===== src/rtl/cellrv32_npu_package.sv =====
// Shared types and defaults for the NPU matrix-multiply sequencer.
`default_nettype none

package cellrv32_npu_package;

  localparam int MATRIX_WIDTH_DEFAULT = 14;

  typedef enum logic [1:0] {
    IDLE  = 2'd0,
    RUN   = 2'd1,
    DRAIN = 2'd2,
    DONE  = 2'd3
  } matmul_state_t;

  typedef struct packed {
    logic [31:0] addr;
    logic [15:0] len;
    logic        acc;
  } matmul_instr_t;

endpackage

`default_nettype wire


===== src/rtl/cellrv32_npu_delay_line.sv =====
// DEPTH x WIDTH shift register with asynchronous active-low clear.
`default_nettype none

module cellrv32_npu_delay_line
  import cellrv32_npu_package::*;
#(
  parameter int DEPTH = 16,
  parameter int WIDTH = 2
) (
  input  logic             clk_i,
  input  logic             rstn_i,
  input  logic [WIDTH-1:0] din_i,
  output logic [WIDTH-1:0] dout_o
);

  logic [DEPTH*WIDTH-1:0] stage_q, stage_d;

  generate
    if (DEPTH == 1) begin : g_single
      always_comb stage_d = din_i;
    end else begin : g_chain
      always_comb stage_d = {stage_q[(DEPTH-1)*WIDTH-1:0], din_i};
    end
  endgenerate

  always_ff @(posedge clk_i or negedge rstn_i) begin
    if (!rstn_i) stage_q <= '0;
    else         stage_q <= stage_d;
  end

  assign dout_o = stage_q[DEPTH*WIDTH-1 -: WIDTH];

endmodule

`default_nettype wire


===== src/rtl/cellrv32_npu_matmul_control.sv =====
// Matmul pass sequencer: row issue, accumulator counter control, delayed write strobes.
// Optional busy-cycle counter enabled by CELLRV32_NPU_MATMUL_PERF_EN.
`default_nettype none

module cellrv32_npu_matmul_control
  import cellrv32_npu_package::*;
#(
  parameter int MATRIX_WIDTH = MATRIX_WIDTH_DEFAULT,
  parameter int ADDR_WIDTH   = 32,
  parameter int LEN_WIDTH    = 16,
  parameter int RESULT_DELAY = MATRIX_WIDTH + 2
) (
  input  logic                  clk_i,
  input  logic                  rstn_i,
  input  logic                  instr_valid_i,
  output logic                  instr_ready_o,
  input  logic [ADDR_WIDTH-1:0] instr_addr_i,
  input  logic [LEN_WIDTH-1:0]  instr_len_i,
  input  logic                  instr_acc_i,
  output logic                  row_valid_o,
  output logic                  cnt_load_o,
  output logic [ADDR_WIDTH-1:0] cnt_start_val_o,
  output logic                  cnt_enable_o,
  output logic                  acc_wr_en_o,
  output logic                  acc_accumulate_o,
  output logic                  busy_o,
  output logic                  done_o,
  output logic [31:0]           perf_cycles_o
);

  localparam int DRAIN_W = $clog2(RESULT_DELAY + 1);
  localparam logic [DRAIN_W-1:0]   LAST_DRAIN = DRAIN_W'(RESULT_DELAY - 1);
  localparam logic [LEN_WIDTH-1:0] LEN_ONE    = LEN_WIDTH'(1);

  matmul_state_t         state_q, state_d;
  logic [ADDR_WIDTH-1:0] addr_q, addr_d;
  logic [LEN_WIDTH-1:0]  len_q, len_d;
  logic [LEN_WIDTH-1:0]  row_q, row_d;
  logic [DRAIN_W-1:0]    drain_q, drain_d;
  logic                  acc_q, acc_d;
  logic [1:0]            dl_out;

  always_comb begin
    state_d = state_q;
    addr_d  = addr_q;
    len_d   = len_q;
    acc_d   = acc_q;
    row_d   = row_q;
    drain_d = drain_q;
    case (state_q)
      IDLE: begin
        if (instr_valid_i) begin
          addr_d  = instr_addr_i;
          len_d   = instr_len_i;
          acc_d   = instr_acc_i;
          row_d   = '0;
          drain_d = '0;
          state_d = (instr_len_i == '0) ? DONE : RUN;
        end
      end
      RUN: begin
        if (row_q == len_q - LEN_ONE) begin
          row_d   = '0;
          state_d = DRAIN;
        end else begin
          row_d = row_q + LEN_ONE;
        end
      end
      DRAIN: begin
        if (drain_q == LAST_DRAIN) begin
          drain_d = '0;
          state_d = DONE;
        end else begin
          drain_d = drain_q + DRAIN_W'(1);
        end
      end
      DONE:    state_d = IDLE;
      default: state_d = IDLE;
    endcase
  end

  always_ff @(posedge clk_i or negedge rstn_i) begin
    if (!rstn_i) begin
      state_q <= IDLE;
      addr_q  <= '0;
      len_q   <= '0;
      acc_q   <= 1'b0;
      row_q   <= '0;
      drain_q <= '0;
    end else begin
      state_q <= state_d;
      addr_q  <= addr_d;
      len_q   <= len_d;
      acc_q   <= acc_d;
      row_q   <= row_d;
      drain_q <= drain_d;
    end
  end

  // All strobes below decode registered state only; no input reaches an output.
  assign instr_ready_o   = (state_q == IDLE);
  assign busy_o          = (state_q != IDLE);
  assign done_o          = (state_q == DONE);
  assign row_valid_o     = (state_q == RUN);
  assign cnt_load_o      = (state_q == RUN) && (row_q == '0);
  assign cnt_enable_o    = (state_q == RUN) || (state_q == DRAIN);
  assign cnt_start_val_o = addr_q;

  cellrv32_npu_delay_line #(
    .DEPTH (RESULT_DELAY),
    .WIDTH (2)
  ) u_delay (
    .clk_i  (clk_i),
    .rstn_i (rstn_i),
    .din_i  ({acc_q & row_valid_o, row_valid_o}),
    .dout_o (dl_out)
  );

  assign acc_wr_en_o      = dl_out[0];
  assign acc_accumulate_o = dl_out[1] & dl_out[0];

`ifdef CELLRV32_NPU_MATMUL_PERF_EN
  logic [31:0] perf_q, perf_d;

  always_comb begin
    perf_d = perf_q;
    if ((state_q != IDLE) && (perf_q != 32'hFFFF_FFFF)) perf_d = perf_q + 32'd1;
  end

  always_ff @(posedge clk_i or negedge rstn_i) begin
    if (!rstn_i) perf_q <= '0;
    else         perf_q <= perf_d;
  end

  assign perf_cycles_o = perf_q;
`else
  assign perf_cycles_o = 32'd0;
`endif

endmodule

`default_nettype wire


===== config.mk =====
export PLATFORM = sky130hd
export DESIGN_NAME = cellrv32_npu_matmul_control
export DESIGN_NICKNAME = d
export VERILOG_FILES = /design/src/rtl/cellrv32_npu_package.sv /design/src/rtl/cellrv32_npu_delay_line.sv /design/src/rtl/cellrv32_npu_matmul_control.sv
export SDC_FILE = /design/constraint.sdc
export NUM_CORES = 1
export LEC_CHECK = 0
export ABC_AREA = 1
export CORE_UTILIZATION = 35
export CTS_CLUSTER_DIAMETER = 40
export DETAILED_ROUTE_END_ITERATION = 8
export HOLD_SLACK_MARGIN = 0.05
export SYNTH_ARGS = -nofsm -noshare
export SYNTH_HDL_FRONTEND = slang
export SYNTH_SLANG_ARGS = --single-unit

===== constraint.sdc =====
create_clock -name clk_i -period 4.7 [get_ports clk_i]
set_input_delay 0.705 -clock clk_i [delete_from_list [all_inputs] [get_ports clk_i]]
set_output_delay 0.705 -clock clk_i [all_outputs]
set_load 0.005 [all_outputs]

==> impl_metrics.tcl, run 1 <==
set metrics [dict create \
    io_pins 124 \
    cp_num_buf_inv 2 \
    nFillCells 1273 \
    synth_top_area_share_pct 52.99 \
    period_needed_ns 3.082 \
    ys_types 34 \
    place_congestion 0.8601 \
    vias 3775 \
    drt-vias-per-instance 4.516 \
    hold_buffers 0 \
    hp-start "u_delay.stage_q[25]$_DFF_PN0_" \
    synth_flop_cell "dfrtp_1" \
    worstReg2RegEnd "row_q[15]$_DFFE_PN0P_" \
    start_util_pct 36.50 \
    worstMarginPinSlew_ns 0.9434 \
    clk_latency_ns 0.35 \
    hold_path_class "register to register" \
    wl_per_cell_um 12.63 \
    cts_sinks 104 \
    rows 42 \
    syn_area_sq_um 4911 \
    wl_um 10560 \
    status "finished clean" \
    reg2reg_from "state_q[1]$_DFFE_PN0P_" \
    drt_iter0_markers 177 \
    grt_max_degree 78 \
    cpMaxStageDelayCell "clkdlybuf4s50_1" \
    post-synth-top-count-cell "nand2_1" \
    synth_area_leaders "dfrtp_1 (53%), nand2_1 (15%), buf_4 (4.9%)" \
    hpwl_um 7550 \
    rsz0062_at_grt "false" \
    critPathTopFamily "buffers and inverters" \
    synth_edf_count 0 \
    yosysWarnings 0 \
    layout.cells.non_filler 836 \
    grt_pass1_vias 3596 \
    drc_errors 0 \
    cts_tree "yes" \
    synth_seq_cells 104 \
    port_buffers 91 \
    dieArea_sq_um 14510 \
    fin_skew_ns 0.005144 \
    num_antenna_cells 0 \
    clk_pin_slew_worst_paths_ns 0.07 \
    cp-end-kind "primary output" \
    place_area_sq_um 5858 \
    postCtsSetupRepairBufs 0 \
    crit_path_cell_trace "inv_1 > ha_1 > nand3_1 > nor4_1 > clkdlybuf4s50_1" \
    tns_ns 0 \
    area_delta_synth_final_pct 25.71 \
    die_x_um 120.5 \
    dpl.cell_count 820 \
    root_buffer "clkbuf_16" \
    netlist_instances 567 \
    arrival_ns 2.38 \
    power_uw 3542 \
    track_usage_pct 15.45 \
    cp_slowest_stage_delay_ns 0.59 \
    die_h_um 120.5 \
    post-route-cell-area_sq_um 6173 \
    nets 715 \
    cts_made_buffers 9 \
    netlist_top_cells_count "nand2_1 (201), dfrtp_1 (104), inv_1 (41), buf_4 (32), nor2_1 (32)" \
    grt_antenna_before_repair 0 \
    hold_viol 0 \
    rr_worst_depth 13 \
    required_ns 3.99 \
    ir_drop_uv 288.4 \
    layout-drive-gt1-share_pct 6.364 \
    crit_type "register to primary output" \
    yosysTopAreaCell "dfrtp_1" \
    p_leak_uw 0.003007 \
    ant_nets 0 \
    multi_input_area_sq_um 1947 \
    start_kind "register" \
    syn_area_per_cell_sq_um 8.661 \
    grt.overflow.total 0 \
    final_max_slew_viol_count 0 \
    whs_endpoint "u_delay.stage_q[27]$_DFF_PN0_" \
    fin_util_pct 45.89 \
    firstDrtPassIters 4 \
    max_freq_ghz 0.3245 \
    fin_crit_sh_pct 65.57 \
    r2r_setup_slack_ns 1.91 \
    clockBufferDepth 2 \
    relSlewSlack_pct 37.10 \
    drv_cap 0 \
    regArea_sq_um 2603 \
    power_density_nw_per_um2 573.7 \
    yosysSeqAreaShare_pct 52.99 \
    setup_viol 0 \
    grt_pass1_wl_um 17410 \
    h-tree-depth 3 \
    core_area_sq_um 13450 \
    critPathMaxFanout 6 \
    cts.repair.resized 0 \
    hold_path_depth 0 \
    ys_async_sr_fraction_pct 100.0 \
]
## worst reg2reg max path, stage by stage (launching register included)
cell	delay, ns
dfrtp_1	0.42
inv_1	0.10
ha_1	0.35
nand2_1	0.09
nand2_1	0.63
nand3_1	0.23
nor2_1	0.18
nand4_1	0.16
nor2_2	0.18
nand3_1	0.08
nand2_1	0.07
nand2_1	0.05
inv_1	0.06
a21oi_1	0.04
## flip-flops by register name (all words and copies together), names as in the netlist
name             cells
len_q               16
cnt_start_val_o     32
row_q               16
acc_q                1
drain_q              5
state_q              2
u_delay.stage_q     32
## cell usage in the layout (no fill, tap or decap), types with 4 or more instances in the layout
cell type and instances:
inv_1 41, dfrtp_1 104, nor2_2 7, nor4_1 7, clkdlybuf4s50_1 90, nand2_1 201
nand3_1 21, buf_4 4, ha_1 8, a21oi_1 16, xnor2_1 9, nor3_1 4
nor2_1 32, conb_1 32, xor2_1 16, nand4_1 8, nand2_2 5, clkbuf_16 9
nand3b_1 6, o21ai_0 17, a21oi_2 5
## power by group
group          internal [uW]  leakage, uW  switching (uW)
Combinational            620      0.00151             715
Sequential              1230      0.00134             203
Clock                    436     0.000155             341
## worst max path at each step
| stage | depth (start not counted) | slack (ns) | endpoint | from |
|---|---|---|---|---|
| floorplan | 8 | 2.82 | row_q[10]$_DFFE_PN0P_ | state_q[0]$_DFFE_PN0P_ |
| global placement | 12 | 1.66 | row_q[15]$_DFFE_PN0P_ | instr_valid_i |
| detailed placement | 12 | 1.58 | row_q[15]$_DFFE_PN0P_ | instr_valid_i |
| CTS | 5 | 1.52 | cnt_load_o | state_q[1]$_DFFE_PN0P_ |
| global route | 5 | 1.41 | cnt_load_o | state_q[1]$_DFFE_PN0P_ |
| finish | 5 | 1.62 | cnt_load_o | state_q[1]$_DFFE_PN0P_ |
## per-stage QoR
| step | hold slack, ns | setup WS, ns |
|---|---|---|
| after floorplan | 0.3312 | 2.817 |
| after global placement | 0.3317 | 1.664 |
| after detailed placement | 0.3347 | 1.582 |
| after CTS | 0.3470 | 1.523 |
| after global routing | 0.3542 | 1.408 |
| final | 0.3464 | 1.618 |
## layer usage
layer	part of all wire, %	global-route usage, %	up-vias
met4	1.8	5.093	0
met2	46	24.96	117
met3	5.4	4.434	14
li1	-	-	1886
met1	47	19.89	1758
met5	0	0	-
## final cells by class
type,instances,area share (%)
Multi-Input combinational cell,404,31.54
Clock buffer,10,3.871
Clock inverter,6,1.236
Tap cell,176,3.567
Sequential cell,104,42.16
Inverter,42,2.554
Timing Repair Buffer,94,15.08
## logic make-up (layout without fill, tap and decap cells)
| kind of cell | Yosys count | count (layout) | synth area share (%) |
|---|---|---|---|
| AND/OR/NAND/NOR | 298 | 298 | 25.94 |
| flip-flops | 104 | 104 | 52.99 |
| buffers and inverters | 90 | 152 | 9.733 |
| AO/OA/AOI/OAI | 41 | 41 | 4.764 |
| XOR/XNOR | 25 | 25 | 4.459 |
| adder cells (fa/ha/maj) | 8 | 8 | 2.038 |
| other | 1 | 32 | 0.07636 |
No activity file was read; power rests on OpenSTA's default activity.
==> run 2: changes to the inputs <==
==> constraint.sdc (replaced) <==
create_clock -name clk_i -period 2.65 [get_ports clk_i]
set_input_delay 0.3975 -clock clk_i [delete_from_list [all_inputs] [get_ports clk_i]]
set_output_delay 0.3975 -clock clk_i [all_outputs]
set_load 0.005 [all_outputs]
==> run 2 against run 1 <==
  * First-iteration DRC count decreased by 18%
  * Via count rose by 0.13%
  * Critical path type unchanged
  * Register-to-register slack worse by 1.4 ns
  * Hold slack improved by 0.00082 ns
  * Cell area grew 0.53%
  * Largest cell class unchanged
  * Critical endpoint unchanged
  * Combinational power is 78% higher
  * Worst setup slack got worse by 1.5 ns
  * Utilization grew 0.24 points
  * Clock power rose by 70%
==> impl_metrics.tcl, run 2 (synthesized netlist as in run 1, its figures left out) <==
set metrics [dict create \
    max_freq_ghz 0.3930 \
    port_buffers 91 \
    post-place-ws_ns 0.3911 \
    worstMarginPinSlew_ns 0.6159 \
    grt_pass1_wl_um 17360 \
    crit_end "cnt_load_o" \
    final_common_cell "nand2_1" \
    h-tree-depth 3 \
    fin_skew_ns 0.002937 \
    ant_nets 0 \
    grt_antenna_before_repair 0 \
    cts_made_buffers 9 \
    critPathMaxFanout 6 \
    wl_um 10390 \
    dieArea_sq_um 14510 \
    drt-vias-per-instance 4.500 \
    start_util_pct 36.50 \
    crit_path_cell_trace "or4_1 > nor4_1 > clkdlybuf4s50_1" \
    layout-drive-gt1-share_pct 6.627 \
    io_pins 124 \
    critPathTopFamily "simple AND/OR/NAND/NOR gates" \
    grt_max_degree 41 \
    root_buffer "clkbuf_16" \
    hold_path_class "register to register" \
    hpwl_um 7656 \
    area_delta_synth_final_pct 26.37 \
    crit_cells 3 \
    power_density_nw_per_um2 1007 \
    multi_input_area_sq_um 1947 \
    clockBufferDepth 2 \
    drt_iter0_markers 145 \
    final_cell_mix "nand2_1 (201), dfrtp_1 (104), clkdlybuf4s50_1 (90), inv_1 (41)" \
    reg2reg_from "state_q[0]$_DFFE_PN0P_" \
    firstDrtPassIters 4 \
    place_congestion 0.8773 \
    die_h_um 120.5 \
    regArea_sq_um 2603 \
    period_needed_ns 2.545 \
    tns_ns 0 \
    final_max_slew_viol_count 0 \
    nets 720 \
    start_kind "register" \
    crit_type "register to primary output" \
    required_ns 2.25 \
    whs_ns 0.3472 \
    setup_viol 0 \
    grt.overflow.total 0 \
    cts_tree "yes" \
    worstReg2RegEnd "row_q[10]$_DFFE_PN0P_" \
    cts_sinks 104 \
    status "finished clean" \
    relSlewSlack_pct 58.56 \
    hold_viol 0 \
    cp_slowest_stage_delay_ns 0.57 \
    vias 3780 \
    cpMaxStageDelayCell "clkdlybuf4s50_1" \
    cp_num_buf_inv 1 \
    clk_pin_slew_worst_paths_ns 0.07 \
    postLayoutSetupSlackWorst_ns 0.1053 \
    drv_cap 0 \
    critPathLaunch "row_q[9]$_DFFE_PN0P_" \
    clk_latency_ns 0.35 \
    track_usage_pct 15.33 \
    cp-end-kind "primary output" \
    cts.repair.resized 0 \
    arrival_ns 2.15 \
    grt_pass1_vias 3681 \
    wl_per_cell_um 12.36 \
    die_x_um 120.5 \
    rr_worst_depth 12 \
    rows 42 \
    r2r_setup_slack_ns 0.47 \
    p_leak_uw 0.003027 \
    rsz0062_at_grt "false" \
    ir_drop_uv 377.3 \
    core_area_sq_um 13450 \
    nFillCells 1289 \
    num_antenna_cells 0 \
    drc_errors 0 \
    fin_crit_sh_pct 96.02 \
]
==> run 2: cell count changes in the layout (fill, tap and decap cells not counted), sizes merged <==
cell	previous run	this run
buf	4	8
clkbuf	10	11
clkinv	4	2
dlygate4sd3	0	1
==> run 2: how the worst min path moves through the flow <==
stage	from	depth (start not counted)	to	slack, ns
final	u_delay.stage_q[9]$_DFF_PN0_	0	u_delay.stage_q[11]$_DFF_PN0_	0.35
after global routing	u_delay.stage_q[18]$_DFF_PN0_	0	u_delay.stage_q[20]$_DFF_PN0_	0.36
after CTS	u_delay.stage_q[9]$_DFF_PN0_	0	u_delay.stage_q[11]$_DFF_PN0_	0.35
after detailed placement	u_delay.stage_q[14]$_DFF_PN0_	0	u_delay.stage_q[16]$_DFF_PN0_	0.33
after global placement	u_delay.stage_q[8]$_DFF_PN0_	0	u_delay.stage_q[10]$_DFF_PN0_	0.33
after floorplan	rstn_i	0	acc_q$_DFFE_PN0P_	0.10
==> run 2: layer usage <==
metal  GRT usage [%]  vias to the layer above  routed length (um)
li1                -                     1898                   -
met1           19.34                     1749                4690
met2           24.78                      120                4796
met3           4.717                       13                 670
met4           5.478                        0                 229
met5               0                        -                   0
==> run 2: where the power goes <==
part,switching [uW],total [uW],internal [uW]
clock,562,1320,758
combinational,1260,2390,1130
sequential,364,2540,2180
==> run 2: stage by stage <==
step | total power [uW] | utilization [%] | cells | cell area [sq um]
after floorplan | 3937 | - | 598 | 5027
after global placement | 4937 | 43.86 | 824 | 5901
after detailed placement | 4986 | 43.86 | 824 | 5901
after CTS | 6348 | 46.13 | 840 | 6206
after global routing | 6751 | 46.13 | 840 | 6206
final | 6247 | 46.13 | 840 | 6206
==> run 2: repair_timing <==
| item | 4_1_cts | 5_1_grt |
|---|---|---|
| hold endpoints to repair | 36 | 0 |
| endpoints found under the setup margin | 0 | 0 |
| buffers inserted | 0 | 0 |
| hold buffers | 1 | 0 |
==> run 2: cell type report <==
cell class                 instances  area share (%)
clock buffer                      11           3.911
multi-input combinational        404           31.37
timing repair buffer              99           15.85
clock inverter                     4          0.8468
tap                              176           3.548
sequential                       104           41.94
inverter                          42           2.540
==> run 3: changes to the inputs <==
--- a/config.mk
+++ b/config.mk
@@ -6,6 +6,7 @@
 export NUM_CORES = 1
 export LEC_CHECK = 0
 export ABC_AREA = 1
+export CAP_MARGIN = 10
 export CORE_UTILIZATION = 35
 export CTS_CLUSTER_DIAMETER = 40
 export DETAILED_ROUTE_END_ITERATION = 8
==> results of run 3 <==
Final layout, timing and power as in run 2 (identical DEF).
